[src/rtl/fpu16_pkg.sv]
// Shared FP16 format constants, flag encodings and divider FSM states.
// Used by the FPU16 add/sub unit and the sequential divider.
package fpu16_pkg;

  localparam int EXP_W     = 5;
  localparam int MAN_W     = 10;
  localparam int BIAS      = 15;
  localparam int EXP_MAX   = 31;
  localparam int E_W       = EXP_W + 2;   // signed exponent width
  localparam int DIV_STEPS = MAN_W + 2;   // quotient bits incl. integer bit

  localparam logic [14:0] INF_MAG = 15'h7C00;
  localparam logic [15:0] QNAN    = 16'h7E00;

  typedef enum logic [1:0] {
    OFUF_OK = 2'b00,
    OFUF_UF = 2'b01,
    OFUF_OF = 2'b10
  } ofuf_e;

  typedef enum logic [1:0] {
    IDLE,
    SPECIAL,
    DIVIDE,
    NORM
  } state_e;

endpackage

[src/rtl/fp16_mant_divider.sv]
// Restoring mantissa divider: one quotient bit per step, MSB first.
// quot_o[MAN_W+1] is the integer bit of the ratio, which lies in [0.5, 2).
module fp16_mant_divider
  import fpu16_pkg::*;
(
  input  logic             clk,
  input  logic             reset,
  input  logic             load_i,
  input  logic             step_i,
  input  logic [MAN_W-1:0] xm_i,
  input  logic [MAN_W-1:0] ym_i,
  output logic [MAN_W+1:0] quot_o,
  output logic             last_step_o
);

  localparam int REM_W = MAN_W + 3;
  localparam int CNT_W = $clog2(DIV_STEPS + 1);

  logic [REM_W-1:0] rem_q, rem_d;
  logic [MAN_W:0]   divisor_q, divisor_d;
  logic [MAN_W+1:0] quot_q, quot_d;
  logic [CNT_W-1:0] count_q, count_d;
  logic [REM_W-1:0] diff;
  logic             ge;

  assign diff = rem_q - {2'b00, divisor_q};
  assign ge   = (rem_q >= {2'b00, divisor_q});

  always_comb begin
    // NOTE: every combinational output gets a default first so no latch is inferred.
    rem_d     = rem_q;
    divisor_d = divisor_q;
    quot_d    = quot_q;
    count_d   = count_q;
    if (load_i) begin
      rem_d     = {2'b00, 1'b1, xm_i};
      divisor_d = {1'b1, ym_i};
      quot_d    = '0;
      count_d   = '0;
    end else if (step_i) begin
      rem_d   = ge ? {diff[REM_W-2:0], 1'b0} : {rem_q[REM_W-2:0], 1'b0};
      quot_d  = {quot_q[MAN_W:0], ge};
      count_d = count_q + CNT_W'(1);
    end
  end

  always_ff @(posedge clk or posedge reset) begin
    // NOTE: sequential state is only ever written with non-blocking assignments.
    if (reset) begin
      rem_q     <= '0;
      divisor_q <= '0;
      quot_q    <= '0;
      count_q   <= '0;
    end else begin
      rem_q     <= rem_d;
      divisor_q <= divisor_d;
      quot_q    <= quot_d;
      count_q   <= count_d;
    end
  end

  assign quot_o      = quot_q;
  assign last_step_o = step_i && (count_q == CNT_W'(DIV_STEPS - 1));

endmodule

[src/rtl/fp16_div_seq.sv]
// Multi-cycle FP16 divider (truncating, no subnormals) with start/busy/done handshake.
// Holds the control FSM, exponent path, normalisation and flag logic.
module fp16_div_seq
  import fpu16_pkg::*;
(
  input  logic        clk,
  input  logic        reset,
  input  logic        start,
  input  logic [15:0] x,
  input  logic [15:0] y,
  output logic        busy,
  output logic        done,
  output logic [15:0] result,
  output logic [1:0]  ofuf,
  output logic        div_by_zero
);

  state_e                state_q;
  logic                  busy_q, done_q, dbz_q;
  logic [15:0]           result_q;
  ofuf_e                 ofuf_q;
  logic                  sign_q, x_zero_q, y_zero_q;
  logic signed [E_W-1:0] exp_q;

  logic                  accept, x_zero, y_zero, last_step;
  logic [E_W-1:0]        exp_diff;
  logic [MAN_W+1:0]      quot;

  assign accept   = (state_q == IDLE) && start;
  // A zero operand is recognised by its exponent field alone.
  assign x_zero   = (x[MAN_W +: EXP_W] == '0);
  assign y_zero   = (y[MAN_W +: EXP_W] == '0);
  assign exp_diff = E_W'(x[MAN_W +: EXP_W]) - E_W'(y[MAN_W +: EXP_W]) + E_W'(BIAS);

  fp16_mant_divider u_mant_div (
    .clk         (clk),
    .reset       (reset),
    .load_i      (accept),
    .step_i      (state_q == DIVIDE),
    .xm_i        (x[MAN_W-1:0]),
    .ym_i        (y[MAN_W-1:0]),
    .quot_o      (quot),
    .last_step_o (last_step)
  );

  logic signed [E_W-1:0] en;
  logic [MAN_W-1:0]      frac;
  logic [15:0]           norm_result_d, special_result_d;
  ofuf_e                 norm_ofuf_d;

  always_comb begin
    frac = quot[MAN_W+1] ? quot[MAN_W:1] : quot[MAN_W-1:0];
    en   = quot[MAN_W+1] ? exp_q : exp_q - E_W'(1);
    norm_result_d = {sign_q, en[EXP_W-1:0], frac};
    norm_ofuf_d   = OFUF_OK;
    if (en >= E_W'(EXP_MAX)) begin
      norm_result_d = {sign_q, INF_MAG};
      norm_ofuf_d   = OFUF_OF;
    end else if (en <= E_W'(0)) begin
      norm_result_d = {sign_q, 15'h0000};
      norm_ofuf_d   = OFUF_UF;
    end
  end

  always_comb begin
    special_result_d = {sign_q, 15'h0000};
    if (y_zero_q) special_result_d = x_zero_q ? QNAN : {sign_q, INF_MAG};
  end

  always_ff @(posedge clk or posedge reset) begin
    if (reset) begin
      state_q  <= IDLE;
      busy_q   <= 1'b0;
      done_q   <= 1'b0;
      result_q <= '0;
      ofuf_q   <= OFUF_OK;
      dbz_q    <= 1'b0;
      sign_q   <= 1'b0;
      x_zero_q <= 1'b0;
      y_zero_q <= 1'b0;
      exp_q    <= '0;
    end else begin
      done_q <= 1'b0;
      unique case (state_q)
        IDLE: begin
          busy_q <= start;
          if (start) begin
            ofuf_q   <= OFUF_OK;
            dbz_q    <= 1'b0;
            sign_q   <= x[15] ^ y[15];
            x_zero_q <= x_zero;
            y_zero_q <= y_zero;
            exp_q    <= $signed(exp_diff);
            state_q  <= (x_zero || y_zero) ? SPECIAL : DIVIDE;
          end
        end
        SPECIAL: begin
          result_q <= special_result_d;
          dbz_q    <= y_zero_q;
          done_q   <= 1'b1;
          state_q  <= IDLE;
        end
        DIVIDE: begin
          if (last_step) state_q <= NORM;
        end
        NORM: begin
          result_q <= norm_result_d;
          ofuf_q   <= norm_ofuf_d;
          done_q   <= 1'b1;
          state_q  <= IDLE;
        end
        default: state_q <= IDLE;
      endcase
    end
  end

  assign busy        = busy_q;
  assign done        = done_q;
  assign result      = result_q;
  assign ofuf        = ofuf_q;
  assign div_by_zero = dbz_q;

endmodule

[config.mk]
export PLATFORM = sky130hd
export DESIGN_NAME = fp16_div_seq
export DESIGN_NICKNAME = d
export VERILOG_FILES = /design/src/rtl/fpu16_pkg.sv /design/src/rtl/fp16_mant_divider.sv /design/src/rtl/fp16_div_seq.sv
export SDC_FILE = /design/constraint.sdc
export NUM_CORES = 1
export LEC_CHECK = 0
export ABC_AREA = 0
export CAP_MARGIN = 20
export CORE_MARGIN = 4
export CORE_UTILIZATION = 45
export CTS_CLUSTER_SIZE = 28
export DETAILED_ROUTE_END_ITERATION = 7
export PLACE_DENSITY_LB_ADDON = 0.12
export SYNTH_ARGS = -nofsm -noshare
export SYNTH_HDL_FRONTEND = slang
export SYNTH_SLANG_ARGS = --single-unit
[constraint.sdc]
create_clock -name clk -period 3.6 [get_ports clk]
set_input_delay 1.08 -clock clk [delete_from_list [all_inputs] [get_ports clk]]
set_output_delay 1.08 -clock clk [all_outputs]
set_load 0.02 [all_outputs]
==> flow_summary.yaml <==
run_status:
  run_status: "finished, final reports clean"
synthesis:
  synthArstFlopShare_pct: 100
  syn-num-nets: 490
  synthCells: 434
  synth_top_cell_by_area: "dfrtp_1"
  yosys_warnings: 0
  synthFlopType: "dfrtp_1"
  yosys.area.top_type_share_pct: 43.3
  ys_types: 63
  synth_seq_cells: 73
  netlist_top_cells_area: "dfrtp_1 (43%), ha_1 (5.6%), o21ai_0 (4.5%), mux2i_1 (4.3%), nand2_1 (3.9%)"
  syn_area_per_cell_um2: 9.72
  synth-edff-count: 0
  syn_area_um2: 4220
  yosysSeqAreaShare_pct: 43.3
timing:
  setup_violations: 0
  rsz0062_at_grt: "no"
  finClkSkew_ns: 0.0140
  clock.fmax_mhz: 341
  relSlewSlack_pct: 41.1
  fin_tns_setup_ns: 0
  worst_pin_slew_ns: 0.883
  drv_slew: 0
  period_minus_slack_ns: 2.93
  finalHoldViolations: 0
  period_share_pct: 81.4
clock_network:
  htree_num_levels: 3
  cts_root_buf: "clkbuf_8"
  clockBufferDepth: 2
  cts_tree: "yes"
  cts-buffers-inserted: 9
  clkSinkCount: 73
  cts_resized: 0
  clk_latency_ns: 0.34
  cts_setup_buffers: 0
  hold_buffers: 0
  path_clk_slew_ns: 0.07
setup_path:
  r2r_end: "u_mant_div.rem_q[1]"
  crit_start: "y[10]"
  cp_max_fo: 3
  reg2reg_from: "u_mant_div.rem_q[3]"
  worst_r2r_path_depth: 7
  crit_end: "exp_q[5]"
  path_class: "in2reg"
  endpoint_kind: "flop"
  cp.required_ns: 3.84
  crit_path_start_kind: "input pin"
  r2r_slack_ns: 1.10
  arrival_ns: 3.17
finish:
  drive_gt1_share_pct: 9.15
  syn_to_final_growth_pct: 20.2
  final_area_um2: 5070
  final_core_util_pct: 55.1
  n_antenna_cell: 0
  fin_nets: 543
  final-instance-count-excl-fill: 603
pwr:
  pwr_density_cell_nw_per_um2: 983
  total_power_mw: 4.98
  p_leak_nw: 2.26
  max-vdd-ir-drop_mv: 0.481
global_route:
  grt_pass1_wl_um: 16100
  overflow: 0
  grt_usage_pct: 17.5
  antenna_found_initial: 0
  grt_start_max_net_pins: 35
  grt_pass1_vias: 3361
placement:
  dp_cells: 587
  gp_congestion: 0.820
  dpl_cell_area_um2: 4860
  io_buffers: 55
  dp_hpwl_um: 6560
routing:
  routed_wl_um: 9100
  wl_per_cell_um: 15.1
  dr.pass1.iters: 4
  vias: 3293
  ant_nets: 0
  via_per_inst: 5.46
  drc: 0
  drt_first_iter_violations: 147
floorplanning:
  io_pins: 56
  die_w_um: 105
  core_um2: 9200
  die_area_um2: 11000
  rows: 35
  initial_utilization_pct: 45.9
  die-height_um: 105
hold_path:
  hold_path_class: "reg2reg"
run:
  cap_violations: 0
worst max-delay path: stages:
cell,delay (ns)
clkdlybuf4s50_1,0.47
ha_1,0.16
inv_1,0.05
fa_1,0.40
xor2_1,0.18
inv_1,0.08
and3_1,0.17
o21ai_0,0.15
a211o_1,0.33
o211ai_1,0.10
flip-flops by register name, summed over array words and instances (netlist names):
register / flops
ofuf: 2
busy: 1
sign_q: 1
exp_q: 7
u_mant_div.count_q: 4
done: 1
y_zero_q: 1
x_zero_q: 1
result: 16
div_by_zero: 1
state_q: 2
u_mant_div.divisor_q: 11
u_mant_div.rem_q: 13
u_mant_div.quot_o: 12
cell type report:
cell class              count  area [um2]
multi-input cells         311        2170
inverters                  31         116
clock buffers              11         151
repair buffers             61         608
fillers                   821        4130
flip-flops and latches     73        1830
well taps                 111         139
clock inverters             5        53.8
kinds of logic (layout without fill, tap and decap cells):
logic type	Yosys count	count (layout)	share of synthesized area [%]
fa+ha+maj	21	21	6.59
buf+inv	50	108	5.22
mux	22	22	5.43
xor+xnor	16	16	3.32
compound gates	133	133	21.8
simple gates	119	119	14.3
flops	73	73	43.3
layer usage:
| layer | up-vias | global-route usage (%) | routed length [um] |
|---|---|---|---|
| met5 | - | 0 | 0 |
| met3 | 7 | 2.72 | 349 |
| li1 | 1653 | - | - |
| met4 | 0 | 5.06 | 80 |
| met2 | 63 | 28.7 | 4250 |
| met1 | 1570 | 24.1 | 4420 |
placed cells by master, fill, tap and decap left out, types with 3 or more instances in the layout:
master,n
a21oi_1,32
xor2_1,3
o21ai_0,37
a211oi_1,3
nand2_1,44
buf_4,5
clkbuf_8,11
or4_1,3
inv_1,29
o32ai_1,3
mux2i_1,18
nor2b_1,4
nor2_1,26
nand2b_1,5
o2bb2ai_1,9
nand4_1,3
ha_1,19
and3_1,4
nor3_1,5
a22o_1,13
clkdlybuf4s50_1,55
or3_1,9
nand3_1,5
xnor2_1,13
clkinv_2,3
a31oi_1,3
dfrtp_1,73
a21o_1,5
worst min path at each step:
stage	start	to	slack, ns	cells after the start
final	u_mant_div.divisor_q[10]	u_mant_div.divisor_q[10]	0.46	2
after detailed placement	u_mant_div.divisor_q[10]	u_mant_div.divisor_q[10]	0.45	2
after global routing	u_mant_div.divisor_q[10]	u_mant_div.divisor_q[10]	0.52	2
after CTS	u_mant_div.divisor_q[10]	u_mant_div.divisor_q[10]	0.46	2
after global placement	u_mant_div.divisor_q[10]	u_mant_div.divisor_q[10]	0.44	2
after floorplan	u_mant_div.divisor_q[10]	u_mant_div.divisor_q[10]	0.42	2
stage by stage:
stage	setup slack (ns)	hold slack [ns]
2_1_floorplan	0.667	0.418
3_3_place_gp	0.431	0.441
3_5_place_dp	0.325	0.445
4_1_cts	0.683	0.462
5_1_grt	0.511	0.517
6_report	0.669	0.463
where the power goes:
part	switching (mW)	internal, mW	total (mW)
combinational	1.43	1.33	2.76
sequential	0.343	1.21	1.55
clock	0.313	0.356	0.669
total	2.08	2.90	4.98
cells in the mapped netlist (3+ instances only):
cell type,n
xnor2_1,13
o2bb2ai_1,9
a21oi_1,32
a211oi_1,3
a31oi_1,3
and3_1,4
nand4_1,3
nand2_1,44
nor3_1,5
or4_1,3
nand3_1,5
a22o_1,13
inv_1,30
o32ai_1,3
clkbuf_1,15
dfrtp_1,73
or3_1,9
o21ai_0,38
nand2b_1,5
nor2b_1,4
ha_1,19
a21o_1,5
nor2_1,26
xor2_1,3
mux2i_1,18
No activity file was read; power rests on OpenSTA's default activity.
==> RTL change (same flow settings) <==
Encoding of `state_e`: now Gray code (2 bits for 4 states).
--- a/src/rtl/fpu16_pkg.sv
+++ b/src/rtl/fpu16_pkg.sv
@@ -20,8 +20,8 @@
 
   typedef enum logic [1:0] {
-    IDLE,
-    SPECIAL,
-    DIVIDE,
-    NORM
+    IDLE    = 2'b00,
+    SPECIAL = 2'b01,
+    DIVIDE  = 2'b11,
+    NORM    = 2'b10
   } state_e;
 
Behaviour: no difference found for any inputs over 10 cycles, from zero or initial values and one cycle with reset high; not proved beyond that.
==> RTL change against the unedited design <==
Area after synthesis grew 4.5%; global-route usage rose by 0.35 points; register-to-register slack lost 0.25 ns; design area is 5.0% higher; sequential cell count stayed put; routed wire length up 5.4%; worst setup slack better by 0.13 ns; total power is 7.0% lower; critical endpoint is now exp_q[4]; largest power group unchanged; highest routed layer unchanged.
==> RTL change: results <==
{
  "status": "completed",
  "grt_pass1_vias": 3493,
  "detail_route.iter0.violations": 140,
  "routed_wire_length_per_instance_um": 14.75,
  "grt_first_pass_wirelength_mm": 16.62,
  "cpMaxStageDelayCell": "sky130_fd_sc_hd__clkdlybuf4s50_1",
  "gp_congestion": 0.8846,
  "number_of_buffers_inserted_during_clock_tree_synthesis": 9,
  "muxShareOfSynthArea_pct": 7.836,
  "final_net_count": 576,
  "grt_start_max_net_pins": 74,
  "synth-compound-area-share_pct": 19.76,
  "post_cts_resize_count": 0,
  "n_antenna_cell": 0,
  "placed_area_um2": 5095,
  "htree_levels": 3,
  "clk_pin_slew_ns": 0.08,
  "worst_setup_path_startpoint": "y[10]",
  "synthXorXnorAreaFrac_pct": 3.975,
  "route.detailed.vias_per_inst": 5.345,
  "asyncSetResetFlopFracSynth_pct": 100.0,
  "synth_cell_types": 63,
  "timing.clock.skew_ns": 0.01626,
  "synth_seq_area_share_pct": 41.45,
  "clock_insertion_delay_worst_skew_ns": 0.36,
  "cellLeakagePower_nw": 2.306,
  "dp_hpwl_mm": 7.009,
  "slowest_delay_ns": 0.49,
  "critical_path.top_delay_family": "adder cells",
  "hp-start": "u_mant_div.divisor_q[10]",
  "cp.arrival_ns": 3.06,
  "worst-path-max-fanout": 4,
  "critical_register_to_register_path_startpoint": "u_mant_div.rem_q[6]",
  "grt_use_total_pct": 17.86,
  "synth-warning-count": 0,
  "slew-limit-headroom_pct": 42.17,
  "number_of_iterations_in_the_first_detailed_routing_pass": 4,
  "synth.top_cells.by_area": "sky130_fd_sc_hd__dfrtp_1, sky130_fd_sc_hd__mux2i_1, sky130_fd_sc_hd__ha_1",
  "synth_fa_ha_area_share_pct": 7.439,
  "antenna_found_initial": 0,
  "syn-num-nets": 524,
  "buffer_ports.inserted": 55,
  "root_buffer": "sky130_fd_sc_hd__clkbuf_8",
  "worst_vdd_drop_v": 0.0004504,
  "yosys-top-cells-count": "sky130_fd_sc_hd__dfrtp_1, sky130_fd_sc_hd__nand2_1, sky130_fd_sc_hd__o21ai_0",
  "flip_flop_count_of_the_largest_register_after_layout": 16,
  "drive_gt1_share_pct": 7.869
}
[RTL change: cell types whose count changed after synthesis, sizes merged, moves of 6 or more]
cell   delta
nand3     +9
or3       -7
a22o     -13
mux2i    +12
nor2      +9
nor3b     +6
a21oi    -12
[RTL change: where the power goes]
group          switching [mW]  internal [mW]
clock                   0.325          0.412
sequential              0.209           1.08
combinational            1.46           1.14
total                    2.00           2.63
[RTL change: per-layer routing]
metal,GRT usage [%],vias up,share of wire (%)
met5,0,-,0
met4,5.479,0,1.2
met3,3.251,13,3.2
met2,29.27,61,47
met1,24.10,1638,49
li1,-,1762,-
[RTL change: metrics by stage]
step | instances | total power, mW | setup WS (ns)
floorplan | 464 | 3.295 | 0.6667
global placement | 634 | 3.845 | 0.4869
detailed placement | 634 | 3.906 | 0.4015
CTS | 650 | 4.676 | 0.8038
global route | 650 | 5.049 | 0.6160
finish | 650 | 4.630 | 0.7948
[RTL change: layout make-up]
| class | instances | area, um^2 |
|---|---|---|
| sequential | 73 | 1827 |
| inverter | 30 | 112.6 |
| tap | 129 | 161.4 |
| fill | 881 | 4049 |
| clock inverter | 6 | 90.09 |
| multi-input combinational | 340 | 2379 |
| clock buffer | 10 | 137.6 |
| timing repair buffer | 62 | 615.6 |
[RTL change: worst paths after layout]
check                                            to  slack [ns]  cells past startpoint
max                                        exp_q[4]        0.79                      9
max in group asynchronous       u_mant_div.rem_q[5]        2.16                      3
min in group asynchronous                result[10]        1.12                      3
max reg2reg                    u_mant_div.rem_q[12]        0.85                      7
min                        u_mant_div.divisor_q[10]        0.47                      2
min reg2reg                u_mant_div.divisor_q[10]        0.47                      2
[RTL change: tightest hold or removal path: stages, from the launching register on]
cell and delay (ns):
sky130_fd_sc_hd__dfrtp_1 0.33, sky130_fd_sc_hd__inv_1 0.05, sky130_fd_sc_hd__nand2_1 0.05
